`config.mk`:
```
export PLATFORM = sky130hd
export DESIGN_NAME = complex_alu
export DESIGN_NICKNAME = d
export VERILOG_FILES = /design/src/rtl/complex_alu.sv
export SDC_FILE = /design/constraint.sdc
export NUM_CORES = 1
export LEC_CHECK = 0
export BUFFER_PORTS_ARGS = -buffer_cell sky130_fd_sc_hd__clkbuf_2
export CORE_MARGIN = 3
export CORE_UTILIZATION = 35
export CTS_CLUSTER_SIZE = 14
export DETAILED_ROUTE_END_ITERATION = 10
export HOLD_SLACK_MARGIN = 0.1
export SLEW_MARGIN = 20
export SYNTH_ARGS = -nofsm -noshare
export SYNTH_HDL_FRONTEND = slang
export SYNTH_SLANG_ARGS = --single-unit
export TNS_END_PERCENT = 20
```
`constraint.sdc`:
```
create_clock -name clk -period 6.65 [get_ports clk]
set_input_delay 0.3325 -clock clk [delete_from_list [all_inputs] [get_ports clk]]
set_output_delay 0.3325 -clock clk [all_outputs]
set_load 0.005 [all_outputs]
```
`src/rtl/complex_alu.sv`:
```
// Two-stage pipelined signed complex ALU: add, subtract or multiply (a+bj) operands.
// Stage 1 registers op and operands; stage 2 computes and registers the result.
module complex_alu #(
  parameter int N = 8
) (
  input  logic             clk,
  input  logic             reset,
  input  logic             in_valid,
  input  logic [1:0]       op,
  input  logic [N-1:0]     areal,
  input  logic [N-1:0]     aimaginary,
  input  logic [N-1:0]     breal,
  input  logic [N-1:0]     bimaginary,
  output logic             out_valid,
  output logic [2*N-1:0]   resultreal,
  output logic [2*N-1:0]   resultimaginary
);

  typedef enum logic [1:0] {
    OP_ADD = 2'b00,
    OP_SUB = 2'b01,
    OP_MUL = 2'b10,
    OP_RSV = 2'b11
  } op_e;

  op_e                    r_op;
  logic                   r_v1;
  logic signed [N-1:0]    r_ar, r_ai, r_br, r_bi;
  logic                   r_out_valid;
  logic [2*N-1:0]         r_re, r_im;

  logic signed [2*N-1:0]  w_ar_x, w_ai_x, w_br_x, w_bi_x;
  logic signed [2*N-1:0]  w_p_rr, w_p_ii, w_p_ri, w_p_ir;
  logic signed [N-1:0]    w_lo_re, w_lo_im;
  logic        [2*N-1:0]  w_re, w_im;

  // Operands widened first so each product is a full 2N-bit signed value.
  assign w_ar_x = {{N{r_ar[N-1]}}, r_ar};
  assign w_ai_x = {{N{r_ai[N-1]}}, r_ai};
  assign w_br_x = {{N{r_br[N-1]}}, r_br};
  assign w_bi_x = {{N{r_bi[N-1]}}, r_bi};

  assign w_p_rr = w_ar_x * w_br_x;
  assign w_p_ii = w_ai_x * w_bi_x;
  assign w_p_ri = w_ar_x * w_bi_x;
  assign w_p_ir = w_ai_x * w_br_x;

  // NOTE: every signal written here gets a value before any conditional branch,
  // so no path leaves it unassigned and no latch is inferred.
  always_comb begin
    w_lo_re = r_ar + r_br;
    w_lo_im = r_ai + r_bi;
    if (r_op == OP_SUB) begin
      w_lo_re = r_ar - r_br;
      w_lo_im = r_ai - r_bi;
    end
    // Add/sub wrap at N bits and are then sign-extended; reserved op falls through as add.
    w_re = {{N{w_lo_re[N-1]}}, w_lo_re};
    w_im = {{N{w_lo_im[N-1]}}, w_lo_im};
    if (r_op == OP_MUL) begin
      w_re = w_p_rr - w_p_ii;
      w_im = w_p_ri + w_p_ir;
    end
  end

  // NOTE: pipeline state uses non-blocking assignments so every stage samples
  // the previous cycle's value of the stage before it.
  always_ff @(posedge clk or negedge reset) begin
    if (!reset) begin
      r_v1        <= 1'b0;
      r_op        <= OP_ADD;
      r_ar        <= '0;
      r_ai        <= '0;
      r_br        <= '0;
      r_bi        <= '0;
      r_out_valid <= 1'b0;
      r_re        <= '0;
      r_im        <= '0;
    end else begin
      r_v1 <= in_valid;
      if (in_valid) begin
        r_op <= op_e'(op);
        r_ar <= areal;
        r_ai <= aimaginary;
        r_br <= breal;
        r_bi <= bimaginary;
      end
      // Bubbles clear out_valid but leave the result ports at their last value.
      r_out_valid <= r_v1;
      if (r_v1) begin
        r_re <= w_re;
        r_im <= w_im;
      end
    end
  end

  assign out_valid       = r_out_valid;
  assign resultreal      = r_re;
  assign resultimaginary = r_im;

endmodule

```
**After elaboration in Yosys (flattened, before gate mapping)**

Index checks and enable logic that the tools add are counted.

- Bitwise logic cells: 0
- Shift-type cells: 0
- Reduce and logical (&&, ||, !) cells: 0
- Eq/ne operators: 2
- Magnitude comparators: 0
- Divide/modulo/power cells: 0
- Muxes and demuxes: 4
- Multipliers: 4
- Add/sub/neg operators: 6

Operators with widths:

| cell | count |
|---|---|
| multiplier 8 x 8 -> 16 bit | 4 |
| two-way mux 16 bit | 2 |
| adder 16 bit | 1 |
| adder 8 bit | 2 |
| two-way mux 8 bit | 2 |
| subtractor 16 bit | 1 |
| subtractor 8 bit | 2 |
| == test 2 x 1 -> 1 bit, second input constant | 1 |
| == test 2 bit, second input constant | 1 |

- RAM bits: 0
- ROM bits: 0
- Register bits: 68
- Memories kept: 0
- Word-level logic and storage cells: 25
- Bits in latches: 0

**Depth between registers and ports, before layout**

Gate-level depths: netlist of the first run.

- Word-level depth: 3
- Gate-level depth with buffers: 23
- Mapped depth without buffers: 22

**Worst setup path after synthesis of the first run**

OpenSTA, ideal clock, no wires.

- Kind: register -> register
- Start point: register r_br[0]
- End point: register r_im[15], in the netlist resultimaginary[15]
- Data arrival time: 5.941 ns
- Library setup time: 0.080 ns
- Required time: 6.570 ns
- Path slack: 0.628 ns
- Stages on the path, launching flop included: 21
- Path through: dfrtp_1 -> inv_1 -> nor2_1 -> inv_1 -> fa_1 -> fa_1 -> inv_1 -> fa_1 -> fa_1 -> fa_1 -> inv_1 -> fa_1 -> inv_1 -> ha_1 -> o21ai_2 -> a21boi_2 -> and4_1 -> a221o_1 -> o31a_1 -> and3b_1 -> nor3_2

- Longest elaborated chain between the ends: 3

RTL lines:

| what | RTL line | RTL |
|---|---|---|
| start, declared | 28 | `logic signed [N-1:0] r_ar, r_ai, r_br, r_bi;` |
| start signal, assigned | 85 | `r_br <= breal;` |
| multiplier 8 x 8 -> 16 bit | 46 | `assign w_p_ir = w_ai_x * w_br_x;` |
| adder 16 bit | 62 | `w_im = w_p_ri + w_p_ir;` |
| two-way mux 16 bit | 60 | `if (r_op == OP_MUL) begin` |
| end signal, assigned | 92 | `r_im <= w_im;` |
| end, declared | 30 | `logic [2*N-1:0] r_re, r_im;` |

No other way between the ends.
A chain may end at the register's enable or synchronous reset.

**Worst setup path in the final report of the first run**

- Start point: register r_bi[1]
- End point: register r_re[15], in the netlist resultreal[15]

- Longest elaborated chain between the ends: 3

RTL lines:

| what | RTL line | RTL |
|---|---|---|
| start, declared | 28 |  |
| start signal, assigned | 86 | `r_bi <= bimaginary;` |
| multiplier 8 x 8 -> 16 bit | 44 | `assign w_p_ii = w_ai_x * w_bi_x;` |
| subtractor 16 bit | 61 | `w_re = w_p_rr - w_p_ii;` |
| two-way mux 16 bit | 60 |  |
| end signal, assigned | 91 | `r_re <= w_re;` |
| end, declared | 30 |  |

No other way between the ends.

==> summary.txt, run 1 <==
Outcome
  • Run status: completed

Route
  • Number of vias in the routed layout: 9,664
  • Post-Route WL: around 33,000 um
  • Via density per instance: 4.72
  • Routed len/inst: 16.1 um
  • Number of DRC violations after detailed-routing iteration 0: 579
  • Initial DRT Pass Iterations: 7
  • Remaining antenna violation count after routing: 0
  • Residual DRC count: 0

Floorplan
  • Die Ht: 204 um
  • Starting utilization of the core area: a little over a third
  • Number of standard-cell rows in the floorplan: 72
  • Die width: 204 um
  • Count of pins on the block boundary: 70
  • Area inside the core boundary: 38,700 um^2
  • Area of the die: 41,700 um^2

Global route
  • Total gr overflow: 0
  • GRT Resource Usage Total: ~17%
  • Antenna violations before repair: 1
  • Largest net degree at the start of global routing: 59
  • Via count of the first global-routing pass: 10.5k
  • Wire length of the first global-routing pass: 55,700 um

Clock tree
  • Post-cts gate resize count: 0
  • CTS clock-pin slew for the worst setup and hold paths: around 0.060 ns
  • H-tree levels: 3
  • Clock network latency to the later pin of the worst-skew pair: about 0.37 ns
  • Number of buffers added by the clock tree synthesis step: 9
  • Number of buffers inserted for hold repair after clock tree synthesis: 1
  • Post-CTS Repair Setup Buffers: 0
  • CTS root buf: clkbuf_16
  • Number of buffers on the longest clock path: 2
  • CTS tree: yes
  • Sinks on Clock Net: 68

STA
  • Clock Skew: 0.0135 ns
  • Share of the clock period used by the worst path: 92.3%
  • Actual slew at the worst max-slew pin: 0.866 ns
  • Fin. max-slew vios: 0
  • Final hold vios: 0
  • Setup tns final: 0 ns
  • Worst-case headroom to the max-slew limit: 42.2%
  • RSZ-0062 raised after global routing: false
  • Time the final worst path needs with I/O delays and setup: between 6 and 7 ns
  • Final setup fails: 0
  • FMAX: 163 MHz

Synthesis
  • Fraction of post-synthesis cell area in the top cell type by area: 38.7%
  • Post-synthesis instance area: 13,800 um^2
  • Seq/Total Area, Yosys: ~12%
  • Post-synth EDFFs: 0
  • Library cells used by synthesis: 46
  • Cell count after synthesis: 1,472
  • Async set-reset flop share out of synthesis: 100%
  • Number of warnings issued by yosys: 0
  • Number of flip-flops and latches in the synthesized netlist: about 70
  • Synth top area cells: fa_1 (39%), dfrtp_1 (12%), ha_1 (11%)
  • Post-Synthesis Net Count: 1,901
  • Cell accounting for the most synthesized area: fa_1
  • Synth Area per Inst: 9.35 um^2
  • Most instantiated flip-flop cell in the synthesis netlist: dfrtp_1

Critical path
  • Req. time, crit path: 6.94 ns
  • Slack of the worst reg-to-reg path: 0.51 ns
  • Maximum fanout count along the critical path: 11
  • Setup crit start kind: register
  • Number of cell instances on the worst register-to-register path: 18
  • First element of the critical path: r_bi[1]
  • Worst path arrival time: 6.42 ns
  • Crit path capture type: register
  • Worst reg2reg path startpoint: r_bi[1]
  • Classification of the worst setup path: register to register

Min path
  • Hold/Removal Path Class: input pin to register
  • WHS Path Cells: 3
  • Hold path startpoint: areal[0]

Placed design
  • Port Buf Inserts: 69
  • Placer Congestion: 0.826
  • Cell total after placement: ~2k
  • Placed Instance Area: 14,700 um^2
  • Post-DP HPWL: roughly 26,000 um

Finish
  • Count of antenna diodes in the layout: 0
  • Share of post-route cells with drive strength above 1: 9.82%
  • Non-Filler Cell Area, Final: ~15,000 um^2
  • Layout fillers: 3,899
  • Net count reported at finish: 1,952
  • Final Instance Count excl. Fillers: 2,046
  • Most common cell after layout, fill and taps aside: inv_1
  • P&R area growth vs syn: 9.89%
  • Most used cells in the layout excluding fill and tap cells: inv_1 (342), fa_1 (266), and2_1 (129)

Flow run
  • Number of maximum-capacitance violations: 0
==> flip-flops by register name, summed over array words and instances, names as in the netlist <==
register         count
resultreal          16
r_v1                 1
r_bi                 8
resultimaginary     16
r_op                 2
r_br                 8
r_ai                 8
out_valid            1
r_ar                 8
==> path summary, 6_finish.rpt <==
kind                                       endpoint
max in group asynchronous                      r_v1
min in group asynchronous        resultimaginary[7]
worst min-delay path                        r_ar[0]
worst max-delay path                 resultreal[15]
worst max register to register       resultreal[15]
worst min register to register  resultimaginary[11]
==> metrics by stage <==
stage | utilization (%) | hold WS [ns] | worst slack [ns]
after floorplan | - | 0.0369 | 0.628
after global placement | 38.0 | 0.181 | 0.684
after detailed placement | 38.0 | 0.183 | 0.517
after CTS | 39.0 | 0.185 | 0.488
after global routing | 39.0 | 0.200 | 0.194
final | 39.0 | 0.192 | 0.512
==> kinds of logic (layout without fill, tap and decap cells) <==
| group | Yosys count | in the layout | share of synthesized area (%) |
|---|---|---|---|
| xor+xnor | 77 | 77 | 5.00 |
| fa+ha+maj | 392 | 392 | 50.2 |
| buf+inv | 401 | 457 | 11.0 |
| mux | 28 | 28 | 2.27 |
| compound gates | 131 | 131 | 5.75 |
| flops | 68 | 68 | 12.4 |
| simple gates | 375 | 375 | 13.5 |
==> worst max-delay path, cell delays in order, from the launching register on <==
cell and delay, ns:
dfrtp_1 0.55, inv_1 0.25, nor2_1 0.28, fa_1 0.46, inv_1 0.24, fa_1 0.49, fa_1 0.57, fa_1 0.44
fa_1 0.49, inv_1 0.05, fa_1 0.47, inv_1 0.04, ha_1 0.33, a21o_1 0.19, a21o_1 0.20, a221o_1 0.38
o31a_1 0.27, nor2b_1 0.15, a211oi_2 0.21
==> cell usage after synthesis, types with 2 or more instances <==
master / n
a21boi_2: 2
a21o_1: 11
a21oi_1: 53
a221o_1: 2
a31oi_1: 8
and2_1: 129
and3_1: 2
and4_1: 4
buf_1: 4
buf_2: 5
clkbuf_1: 47
clkinv_1: 2
dfrtp_1: 68
fa_1: 266
ha_1: 126
inv_1: 342
mux2_2: 26
mux2i_1: 2
nand2_1: 109
nand2b_1: 6
nand3_1: 6
nand4_1: 2
nor2_1: 94
nor2b_1: 4
nor3_1: 12
nor3_2: 2
o21a_1: 4
o21ai_0: 24
o21ai_1: 7
o21ai_2: 3
o21bai_1: 8
o22ai_1: 2
o31a_1: 2
o32a_1: 2
xnor2_1: 67
xor2_1: 9
==> area by class of cell <==
class / instances / area (um^2) / share of cell area (%)
multi-input combinational: 1003 / 10500 / 69.7
sequential: 68 / 1700 / 11.3
inverter: 344 / 1290 / 8.54
tap: 518 / 648 / 4.29
timing repair buffer: 97 / 573 / 3.79
clock buffer: 11 / 253 / 1.67
clock inverter: 5 / 108 / 0.712
==> per-layer routing <==
metal / global-route usage (%) / routed length (um) / vias up / part of all wire (%)
li1: - / - / 4500 / -
met3: 3.33 / 2090 / 31 / 6.4
met1: 23.9 / 15000 / 4873 / 46
met5: 0 / 11 / - / 0.033
met4: 4.10 / 541 / 2 / 1.6
met2: 27.0 / 15300 / 258 / 46
Power of run 1 is not shown: default switching activity piles up to over one toggle a cycle in this logic, so the estimate is an artifact.
==> inputs of run 2 (changes only) <==
--- a/config.mk
+++ b/config.mk
@@ -11,6 +11,8 @@
 export CTS_CLUSTER_SIZE = 14
 export DETAILED_ROUTE_END_ITERATION = 10
 export HOLD_SLACK_MARGIN = 0.1
+export MAX_ROUTING_LAYER = met4
+export PLACE_DENSITY = 0.55
 export SLEW_MARGIN = 20
 export SYNTH_ARGS = -nofsm -noshare
 export SYNTH_HDL_FRONTEND = slang
==> run 2 against run 1 <==
  * First-iteration DRC count is 2.1% lower
  * Die area stayed put
  * Sequential share of layout area is 0.051 points higher
  * Cell area is 0.45% lower
  * Core utilization is 0.17 points lower
  * Global-route usage is 0.85 points higher
  * Fmax is 0.19% higher
  * Worst hold slack worse by 0.10 ns
  * Sequential cell count stayed put
  * Count of clock-buffer cells in the layout is 2 lower
  * Wire length is 0.63% higher
  * Critical endpoint unchanged
==> summary.txt, run 2 (synthesized netlist as in run 1, its figures left out) <==
Route
  • Number of vias in the routed layout: 9,681 (+0.18%)
  • Initial DRT Pass Iterations: 5 (-2)
  • Residual DRC count: 0 (unchanged)
  • Via density per instance: 4.73 (+0.18%)
  • Routed len/inst: 16.2 um (+0.63%)
  • Remaining antenna violation count after routing: 0 (unchanged)
  • Post-Route WL: 33,200 um (+0.63%)
  • Number of DRC violations after detailed-routing iteration 0: 567 (-2.1%)

Floorplan
  • Area of the die: 41,700 um^2 (unchanged)
  • Number of standard-cell rows in the floorplan: 72 (unchanged)
  • Count of pins on the block boundary: 70 (unchanged)
  • Die width: 204 um (unchanged)
  • Starting utilization of the core area: 35.5% (unchanged)
  • Die Ht: 204 um (unchanged)
  • Area inside the core boundary: 38,700 um^2 (unchanged)

Critical path
  • Crit path capture type: register
  • Terminus of the critical flop-to-flop path: resultreal[15]
  • Slack of the worst reg-to-reg path: 0.52 ns (about the same)
  • Req. time, crit path: 6.94 ns (about the same)
  • Setup crit start kind: register
  • Maximum fanout count along the critical path: 14 (+3)
  • Worst path arrival time: 6.41 ns (about the same)
  • Classification of the worst setup path: register to register
  • Number of cell instances on the worst register-to-register path: 18 (unchanged)
  • Worst reg2reg path startpoint: r_ai[7]

Finish
  • Net count reported at finish: 1,952 (unchanged)
  • Final core occ: 38.9% (-0.17 points)
  • Most used cells in the layout excluding fill and tap cells: inv_1 (342), fa_1 (266), and2_1 (129)
  • P&R area growth vs syn: 9.40%
  • Share of post-route cells with drive strength above 1: 9.88% (+0.065 points)
  • Count of antenna diodes in the layout: 0 (unchanged)
  • Most common cell after layout, fill and taps aside: inv_1
  • Layout fillers: 3,993 (+2.4%)

STA
  • Actual slew at the worst max-slew pin: 0.979 ns (+0.112 ns)
  • Setup tns final: 0 ns (unchanged)
  • FMAX: 163 MHz (+0.19%)
  • Clock Skew: 0.0193 ns (+0.00579 ns)
  • Worst-case headroom to the max-slew limit: 34.8% (-7.5 points)
  • Share of the clock period used by the worst path: 92.1% (-0.18 points)
  • Final hold vios: 0 (unchanged)
  • RSZ-0062 raised after global routing: false
  • Min Hold Slack: 0.0890 ns (-0.103 ns)
  • Final setup fails: 0 (unchanged)
  • Fin. max-slew vios: 0 (unchanged)
  • Time the final worst path needs with I/O delays and setup: 6.13 ns (-0.0118 ns)

Clock tree
  • Number of buffers inserted for hold repair after clock tree synthesis: 0 (-1)
  • CTS clock-pin slew for the worst setup and hold paths: 0.08 ns (+0.02 ns)
  • CTS root buf: clkbuf_16
  • Sinks on Clock Net: 68 (unchanged)
  • Clock network latency to the later pin of the worst-skew pair: 0.38 ns (about the same)
  • Number of buffers on the longest clock path: 2 (unchanged)
  • CTS tree: yes
  • Post-cts gate resize count: 0 (unchanged)
  • Number of buffers added by the clock tree synthesis step: 9 (unchanged)
  • Post-CTS Repair Setup Buffers: 0 (unchanged)
  • H-tree levels: 3 (unchanged)

Global route
  • Total gr overflow: 0 (unchanged)
  • Via count of the first global-routing pass: 10.3k (-1.7%)
  • Largest net degree at the start of global routing: 69 (+17%)
  • GRT Resource Usage Total: 17.8% (+0.85 points)
  • Wire length of the first global-routing pass: 56,200 um (+0.83%)
  • Antenna violations before repair: 0 (-1)

Placed design
  • Post-DP HPWL: 26,400 um (about the same)
  • Placer Congestion: 0.833 (+0.79%)
  • Port Buf Inserts: 69 (unchanged)

Outcome
  • Run status: completed

Flow run
  • Number of maximum-capacitance violations: 0 (unchanged)

Min path
  • Hold/Removal Path Class: input pin to asynchronous set/reset pin
==> run 2: cell count changes in the layout (fill, tap and decap cells not counted), sizes merged <==
cell	previous run	this run
inv	342	346
dlygate4sd3	1	0
clkinv	4	2
clkinvlp	0	2
clkbuf	79	77
buf	28	29
bufinv	3	1
==> run 2: per-layer routing <==
metal	GRT usage [%]	wire length (um)	vias to the layer above
met5	-	0	-
met1	25.4	15900	4933
met2	26.6	14900	207
met4	5.11	721	0
li1	-	-	4505
met3	2.66	1590	36
==> run 2: how the worst max path moves through the flow <==
stage,end,depth (start not counted),from,slack (ns)
finish,resultreal[15],18,r_ai[7],0.52
global placement,resultimaginary[15],17,r_bi[7],0.62
floorplan,resultimaginary[15],20,r_br[0],0.63
CTS,resultreal[15],18,r_ai[7],0.49
global route,resultreal[15],18,r_ai[7],0.14
detailed placement,resultreal[15],18,r_ai[7],0.51
==> run 2: area by class of cell <==
cell class | count | area, um^2 | area share [%]
multi-input cells | 1003 | 10500 | 70.1
flip-flops and latches | 68 | 1700 | 11.3
inverters | 344 | 1290 | 8.58
well taps | 518 | 648 | 4.30
repair buffers | 97 | 558 | 3.71
clock buffers | 9 | 225 | 1.50
clock inverters | 7 | 82.6 | 0.548
==> run 2: worst max-delay path, cell delays in order (launching register included) <==
cell,delay (ns)
dfrtp_1,0.61
inv_1,0.19
nor2_1,0.25
fa_1,0.45
inv_1,0.23
fa_1,0.49
fa_1,0.56
fa_1,0.45
fa_1,0.49
inv_1,0.05
fa_1,0.47
inv_1,0.04
ha_1,0.33
a21o_1,0.19
a21o_1,0.20
a221o_1,0.38
o31a_1,0.26
nor2b_1,0.15
a211oi_2,0.24
==> run 2: metrics by stage <==
step           cell area [um^2]  std cells  worst slack [ns]
5_1_grt                   15100       2046             0.141
3_5_place_dp              14700       2030             0.511
4_1_cts                   15100       2046             0.485
3_3_place_gp              14700       2030             0.621
2_1_floorplan             13800       1472             0.628
6_report                  15100       2046             0.524
Power of run 2 is left out for the same reason.
